`src/rtl/alib_range_image_pkg.sv`:
```
// Shared definitions for the range-image library: FSM state encoding,
// point field width and the default "no return" pixel value.
package alib_range_image_pkg;

  localparam int          PT_W          = 16;
  localparam logic [15:0] EMPTY_VAL_DEF = 16'hFFFF;

  localparam logic [2:0] ST_IDLE    = 3'd0;
  localparam logic [2:0] ST_CLEAR   = 3'd1;
  localparam logic [2:0] ST_RUN     = 3'd2;
  localparam logic [2:0] ST_FETCH   = 3'd3;
  localparam logic [2:0] ST_LOOKUP  = 3'd4;
  localparam logic [2:0] ST_COMPARE = 3'd5;
  localparam logic [2:0] ST_DONE    = 3'd6;

  typedef enum logic [2:0] {
    S_IDLE    = ST_IDLE,
    S_CLEAR   = ST_CLEAR,
    S_RUN     = ST_RUN,
    S_FETCH   = ST_FETCH,
    S_LOOKUP  = ST_LOOKUP,
    S_COMPARE = ST_COMPARE,
    S_DONE    = ST_DONE
  } ri_state_t;

endpackage

```
`src/rtl/alib_ri_addr_gen.sv`:
```
// Pixel address generator: bounds check of (h, v) and linear address
// v*IMG_WIDTH + h. Shared by the writer and reader stages.
module alib_ri_addr_gen
  import alib_range_image_pkg::*;
#(
  parameter int IMG_WIDTH  = 1024,
  parameter int IMG_HEIGHT = 64,
  parameter int ADDR_W     = 16
) (
  input  logic [PT_W-1:0]   h,
  input  logic [PT_W-1:0]   v,
  output logic [ADDR_W-1:0] addr,
  output logic              in_range
);

  localparam logic [31:0]     W32 = 32'(IMG_WIDTH);
  localparam logic [31:0]     H32 = 32'(IMG_HEIGHT);
  localparam logic [ADDR_W:0] W_A = (ADDR_W + 1)'(IMG_WIDTH);

  logic [ADDR_W:0] lin;

  // One guard bit so an address that would not fit ADDR_W is rejected, not aliased.
  always_comb begin
    lin      = (ADDR_W + 1)'(v) * W_A + (ADDR_W + 1)'(h);
    in_range = ({16'b0, h} < W32) && ({16'b0, v} < H32) && !lin[ADDR_W];
    addr     = lin[ADDR_W-1:0];
  end

endmodule

```
`src/rtl/alib_range_image_writer.sv`:
```
// Range-image writer: clears the image at frame start, then keeps the
// nearest return per pixel via read-compare-write on a single-port memory.
module alib_range_image_writer
  import alib_range_image_pkg::*;
#(
  parameter int              IMG_WIDTH  = 1024,
  parameter int              IMG_HEIGHT = 64,
  parameter int              ADDR_W     = 16,
  parameter logic [PT_W-1:0] EMPTY_VAL  = EMPTY_VAL_DEF
) (
  input  logic              clk,
  input  logic              rst,
  input  logic              frame_start,
  input  logic              frame_end,
  input  logic              fifo_empty,
  output logic              fifo_rd_en,
  input  logic [PT_W-1:0]   point_h_in,
  input  logic [PT_W-1:0]   point_v_in,
  input  logic [PT_W-1:0]   point_r_in,
  output logic [ADDR_W-1:0] mem_addr,
  output logic              mem_wr_en,
  output logic [PT_W-1:0]   mem_wr_data,
  input  logic [PT_W-1:0]   mem_rd_data,
  output logic              busy,
  output logic              frame_done,
  output logic [31:0]       points_written,
  output logic [31:0]       points_dropped
);

  localparam int                NPIX     = IMG_WIDTH * IMG_HEIGHT;
  localparam logic [ADDR_W-1:0] LAST_PIX = ADDR_W'(NPIX - 1);

  ri_state_t         state, state_nxt;
  logic [ADDR_W-1:0] addr_q;
  logic [PT_W-1:0]   r_q;
  logic              end_flag;
  logic [ADDR_W-1:0] gen_addr;
  logic              gen_in_range;
  logic              drop;
  logic              closer;

  function automatic logic [31:0] sat_inc(input logic [31:0] c);
    return (c == 32'hFFFF_FFFF) ? c : c + 32'd1;
  endfunction

  alib_ri_addr_gen #(
    .IMG_WIDTH (IMG_WIDTH),
    .IMG_HEIGHT(IMG_HEIGHT),
    .ADDR_W    (ADDR_W)
  ) u_addr_gen (
    .h       (point_h_in),
    .v       (point_v_in),
    .addr    (gen_addr),
    .in_range(gen_in_range)
  );

  assign drop     = !gen_in_range || (point_r_in == '0);
  assign closer   = r_q < mem_rd_data;
  assign mem_addr = addr_q;

  always_ff @(posedge clk or negedge rst) begin
    if (!rst) state <= S_IDLE;
    else      state <= state_nxt;
  end

  always_comb begin
    state_nxt   = state;
    fifo_rd_en  = 1'b0;
    mem_wr_en   = 1'b0;
    mem_wr_data = '0;
    busy        = (state != S_IDLE);
    frame_done  = 1'b0;
    case (state)
      S_IDLE:  if (frame_start) state_nxt = S_CLEAR;
      S_CLEAR: begin
        mem_wr_en   = 1'b1;
        mem_wr_data = EMPTY_VAL;
        if (addr_q == LAST_PIX) state_nxt = S_RUN;
      end
      // Draining the FIFO always wins over finishing the frame.
      S_RUN: begin
        if (!fifo_empty) begin
          fifo_rd_en = 1'b1;
          state_nxt  = S_FETCH;
        end else if (end_flag) begin
          state_nxt = S_DONE;
        end
      end
      S_FETCH:   state_nxt = drop ? S_RUN : S_LOOKUP;
      S_LOOKUP:  state_nxt = S_COMPARE;
      S_COMPARE: begin
        if (closer) begin
          mem_wr_en   = 1'b1;
          mem_wr_data = r_q;
        end
        state_nxt = S_RUN;
      end
      S_DONE: begin
        frame_done = 1'b1;
        state_nxt  = S_IDLE;
      end
      default: state_nxt = S_IDLE;
    endcase
  end

  // Address counter, latched point, frame-end flag and statistics.
  always_ff @(posedge clk or negedge rst) begin
    if (!rst) begin
      addr_q         <= '0;
      r_q            <= '0;
      end_flag       <= 1'b0;
      points_written <= '0;
      points_dropped <= '0;
    end else begin
      if (state == S_IDLE) begin
        if (frame_start) begin
          addr_q         <= '0;
          end_flag       <= 1'b0;
          points_written <= '0;
          points_dropped <= '0;
        end
      end else if (frame_end) begin
        end_flag <= 1'b1;
      end
      case (state)
        S_CLEAR: if (addr_q != LAST_PIX) addr_q <= addr_q + 1'b1;
        S_FETCH: begin
          if (drop) begin
            points_dropped <= sat_inc(points_dropped);
          end else begin
            addr_q <= gen_addr;
            r_q    <= point_r_in;
          end
        end
        S_COMPARE: if (closer) points_written <= sat_inc(points_written);
        default: ;
      endcase
    end
  end

endmodule

```
`config.mk`:
```
export PLATFORM = sky130hd
export DESIGN_NAME = alib_range_image_writer
export DESIGN_NICKNAME = d
export VERILOG_FILES = /design/src/rtl/alib_range_image_pkg.sv /design/src/rtl/alib_ri_addr_gen.sv /design/src/rtl/alib_range_image_writer.sv
export SDC_FILE = /design/constraint.sdc
export NUM_CORES = 1
export LEC_CHECK = 0
export CORE_AREA = 2 2 88 132
export CTS_CLUSTER_SIZE = 40
export DETAILED_ROUTE_END_ITERATION = 6
export DIE_AREA = 0 0 90 134
export DONT_BUFFER_PORTS = 1
export PLACE_DENSITY = 0.73
export SYNTH_ARGS = -nofsm -noshare
export SYNTH_HDL_FRONTEND = slang
export SYNTH_HIERARCHICAL = 1
export SYNTH_SLANG_ARGS = --single-unit
```
`constraint.sdc`:
```
create_clock -name clk -period 4.88 [get_ports clk]
set_clock_uncertainty 0.1 [all_clocks]
set_input_delay 0.244 -clock clk [delete_from_list [all_inputs] [get_ports clk]]
set_output_delay 0.244 -clock clk [all_outputs]
set_load 0.1 [all_outputs]
```
== After elaboration in Yosys (flattened, before gate mapping) ==
Index checks and enable logic that the tools add are counted.

* Multiplexer cells: 31
* Reductions and logical operators: 12
* Eq/ne operators: 15
* Magnitude comparators: 3
* Bitwise logic cells: 1
* Add/subtract/negate cells: 4

{| class="wikitable"
|+ Operator list
! cell !! count
|-
| $mux 32 || 10
|-
| $mux 16 || 5
|-
| $add 32x1->32 const B || 2
|-
| $eq 32x32->1 const B || 2
|-
| $pmux 16 s2 || 2
|-
| $pmux 3 s6 || 1
|-
| $add 17x16->17 || 1
|-
| $add 16x1->16 const B || 1
|-
| $eq 16x16->1 const B || 1
|-
| $logic_not 16->1 || 1
|-
| $lt 16x11->1 const B || 1
|-
| $lt 16x16->1 || 1
|-
| $lt 16x7->1 const B || 1
|-
| $ne 16x16->1 const B || 1
|-
| $mux 3 || 5
|-
| $eq 3x3->1 const B || 3
|-
| $ne 3x3->1 const B || 3
|-
| $mux 1 || 7
|-
| $eq 3x2->1 const B || 2
|-
| $ne 2x2->1 const B || 2
|-
| $reduce_and 2->1 || 2
|-
| $eq 3x1->1 const B || 1
|-
| $logic_not 3->1 || 1
|-
| $reduce_and 3->1 || 1
|-
| 7 further kinds || 9
|}

* Output and inout bits: 100
* Register bits after elaboration: 100

== Longest topological paths before layout ==
* Depth after elaboration: 7
* Mapped depth: 11

== Hierarchy ==
The synthesis kept the hierarchy.

{| class="wikitable"
|+ Modules (own cells, without submodules)
! module !! instances !! cells each !! area an instance (um2)
|-
| alib_range_image_writer || 1 || 692 || 6,038.3
|-
| alib_ri_addr_gen || 1 || 44 || 349.1
|}

== Worst setup path before layout ==
Ideal clock, no wire load.

* Path kind: reg-to-output
* Start: reg r_q[13]
* End: out mem_wr_data[10]
* Slack: 1,352 ps
* Path buffers: 2
* Stages on the path, launching flop included: 10
* Required time: 4,536 ps
* Arrival time: 3,184 ps
* Path through: dfrtp_1 ha_1 a21oi_1 o21ai_0 nor4_1 nand3_1 a21o_1 clkbuf_1 clkbuf_1 nor2_1

* Word-level cells in the longest chain between the ends: 3

{| class="wikitable"
|+ RTL lines
! item !! RTL line !! source
|-
| start: declaration || alib_range_image_writer.sv:35 || <nowiki>logic [PT_W-1:0] r_q;</nowiki>
|-
| start signal: assignment || alib_range_image_writer.sv:132 || <nowiki>r_q <= point_r_in;</nowiki>
|-
| $lt 16x16->1 || alib_range_image_writer.sv:58 || <nowiki>assign closer = r_q < mem_rd_data;</nowiki>
|-
| $mux 16 || alib_range_image_writer.sv:92 || <nowiki>if (closer) begin</nowiki>
|-
| $pmux 16 s2 || alib_range_image_writer.sv:73 || <nowiki>case (state)</nowiki>
|-
| end: declaration || alib_range_image_writer.sv:22 || <nowiki>output logic [PT_W-1:0] mem_wr_data,</nowiki>
|}

Every way passes these cells.

== Worst setup path in the final report ==
* Start: reg r_q[15]
* End: out mem_wr_en

* Word-level cells in the longest chain between the ends: 3

{| class="wikitable"
|+ RTL lines
! item !! RTL line !! source
|-
| $lt 16x16->1 || alib_range_image_writer.sv:58 ||
|-
| $mux 1 || alib_range_image_writer.sv:92 ||
|-
| $pmux 1 s2 || alib_range_image_writer.sv:73 ||
|-
| end: declaration || alib_range_image_writer.sv:21 || <nowiki>output logic mem_wr_en,</nowiki>
|}

Every way passes these cells.

==> summary.txt <==
Setup path
  • Critical path class: reg -> out
  • Worst r2r src: r_q[9]
  • Endpoint type of the worst setup path: primary output
  • CP max stage cell: a21o_1
  • CP Cell Sequence: ha_1 > nand4_1 > or3_1 > or4_1 > nand3_1 > a21o_1 > inv_1
  • Buf/Inv on CP: 1
  • CP startpoint: r_q[15]
  • Cell family with most CP delay: simple AND/OR/NAND/NOR gates
  • Arrival @ worst endpoint: 3700 ps
  • CP Launch Type: flip-flop
  • Worst EP required: 4540 ps
  • CP peak stage delay: 690 ps
  • Crit path max fanout: 17

Floorplanning
  • Row count: 47
  • Die height: 134 um
  • Die width: 90 um
  • Core area: 10900 um^2
  • IO Pins: 169
  • Initial Util: 58.4%
  • Full die area: 12100 um^2

Synthesis
  • Post-synth top area share: 39.2%
  • Synth Flop Type: dfrtp_1
  • Dominant cell type by area after synthesis: dfrtp_1
  • Syn nets: 830
  • Sequential area share after synthesis: 39.2%
  • Count leader, synth: dfrtp_1
  • Cells after Synth: 736
  • Netlist cell types: 73
  • EDFF count, synth: 0
  • Post-synth top cells: 100 x dfrtp_1, 79 x nor2_1, 78 x nand2_1
  • Yosys warning count: 6
  • Mapped Area: 6390 um^2
  • Syn Area/Cell: 8.68 um^2
  • Register bit count reported by yosys: 100
  • Ys async rst share: 100%
  • Largest cells by area after synthesis: dfrtp_1 39%, ha_1 4.7%, nor2_1 4.6%, nand2_1 4.6%, mux2i_1 4.2%

Global route
  • Initial antenna violation count: 0
  • First-pass GRT wire length: 30200 um
  • Vias in the first global route: 6326
  • Largest net degree at the start of global routing: 101
  • GRT Util Overall: 30.4%
  • Final global-route overflow total: 0

Power
  • Peak supply drop: 0.000179 V
  • Register share of total power: 47.9%
  • Net Sw Frac: 21.4%
  • Clock Power Share: 46.9%
  • Pwr Density: 233 nW/um^2
  • Comb pwr share: 5.2%
  • Leak pwr: 3.31 nW
  • NetSw: 0.372 mW
  • Internal: 1.37 mW

STA
  • Highest Clock Rate: 248 MHz
  • Fin. max-slew vios: 0
  • TNS Setup: 0 ps
  • Post-layout min period: 4040 ps
  • Actual slew at the worst max-slew pin: 1090 ps
  • Rel. slew slack: 27.5%
  • Crit share post-route: 82.8%
  • Hold Vio Cnt, Final: 0
  • RSZ-0062 raised after global routing: no
  • Final setup violation count: 0

Route
  • Via density: 6.53
  • Drt drc: 0
  • DRT Pass-1 Iters: 6
  • Detailed Route WL: 18400 um
  • Wire per inst: 19.7 um
  • Post-route ant nets: 0
  • First DRT Iteration DRCs: 443
  • Via count: 6117

Clocking
  • CTS Buf Count: 9
  • CTS tree: yes
  • Skew-Pair Late Insertion Delay: 350 ps
  • Root buf cell: clkbuf_16
  • Sink Count: 100
  • Worst-path clk slew: 70 ps
  • CTS resizes: 0
  • H-tree Lvls: 3
  • Clock buffer depth: 2

Min path
  • Hold WC Path Type: in -> reg
  • Start point of the worst hold path: fifo_empty

Run
  • MaxCap Viol Count: 0

Finish
  • Share of cells above drive strength 1: 14.3%
  • Final cell count without fillers: 937
  • Area grow syn2layout: 17.0%
  • Diodes inserted: 0
  • Nets@finish: 879

Place
  • Port bufs: 0
  • Placed Cells: 891
  • DP HPWL: 12700 um
  • Final GP Congestion: 0.820

Status
  • Status: finished, final reports clean
-- per-layer routing --
metal	track usage (%)	vias to the layer above	routed length, um
met5	0	-	0
li1	-	2825	-
met3	7.81	42	1330
met4	12.6	0	527
met2	54.8	286	9740
met1	34.2	2964	6840
-- area by class of cell --
cell class,instances,area [um^2]
Clock buffer,12,236
Clock inverter,4,97.6
Fill cell,914,3460
Inverter,29,109
Multi-Input combinational cell,567,3630
Sequential cell,100,2500
Tap cell,147,184
Timing Repair Buffer,78,713
-- power by group through the flow --
stage | sequential, mW | clock [mW] | combinational, mW
2_1_floorplan | 0.855 | 0 | 0.0421
3_3_place_gp | 0.852 | 0 | 0.0479
3_5_place_dp | 0.852 | 0 | 0.0499
4_1_cts | 0.836 | 0.824 | 0.0890
5_1_grt | 0.836 | 0.858 | 0.0993
6_report | 0.836 | 0.818 | 0.0899
-- registers in the layout, summed over array words and instances, names as in the netlist --
| register | flops |
|---|---|
| points_dropped | 32 |
| r_q | 16 |
| end_flag | 1 |
| state | 3 |
| mem_addr | 16 |
| points_written | 32 |
-- through the flow --
stage | util [%] | instance area [um^2] | hold slack (ps) | power (mW) | worst slack [ps]
floorplan | - | 6390 | -152 | 0.897 | 1350
global placement | 62.4 | 6820 | -149 | 0.900 | 1320
detailed placement | 62.4 | 6820 | -149 | 0.902 | 1250
CTS | 68.3 | 7470 | 20.1 | 1.75 | 864
global route | 68.3 | 7470 | 14.0 | 1.79 | 659
finish | 68.3 | 7470 | 20.6 | 1.74 | 841
-- layout by cell type, fill, tap and decap left out, drive strengths merged, types with 4 or more instances in the layout --
master       instances
or4                  5
nor3                21
a211o                4
ha                  24
dfrtp              100
inv                 29
o21ai               24
and2                 9
a211oi               6
a221o                7
o211ai              19
a21o                 7
nor2                79
a21oi               36
dlygate4sd3         29
mux2i               27
nand2               78
a31oi               14
nand4               33
mux2                17
and3                22
clkbuf              14
nor4                11
or3                 13
buf                 47
and4                 9
nand3               49
-- worst reg2reg max path: stages (launching register included) --
cell and delay (ps):
dfrtp_1 400, ha_1 300, a21oi_1 230, nor3_1 80, nor4_1 440, nand4b_1 780
or4b_2 930, mux2i_1 140
-- logic make-up after synthesis --
kind of cell | Yosys count | share of synthesized area [%]
buffers and inverters | 69 | 4.80
DFF | 100 | 39.2
muxes | 44 | 7.23
and+or+nand+nor | 348 | 27.8
adders and majority gates | 25 | 5.01
AOI/OAI and AO/OA | 146 | 15.4
xor gates and xnor gates | 4 | 0.549
-- repair_timing --
| item | 4_1_cts | 5_1_grt |
|---|---|---|
| endpoints found under the setup margin | 0 | 0 |
| hold endpoints to repair | 128 | 0 |
| setup buffers | 0 | 0 |
| hold buffers | 30 | 0 |
-- worst paths after layout --
path / slack [ps] / depth (start not counted) / to
hold / removal: 20 / 2 / state[0]
setup reg to reg: 1360 / 7 / points_written[25]
min in group asynchronous: 360 / 2 / points_dropped[9]
hold reg to reg: 420 / 2 / end_flag
max in group asynchronous: 3860 / 2 / r_q[12]
setup / recovery: 840 / 7 / mem_wr_en
(Power assumes the default switching activity.)
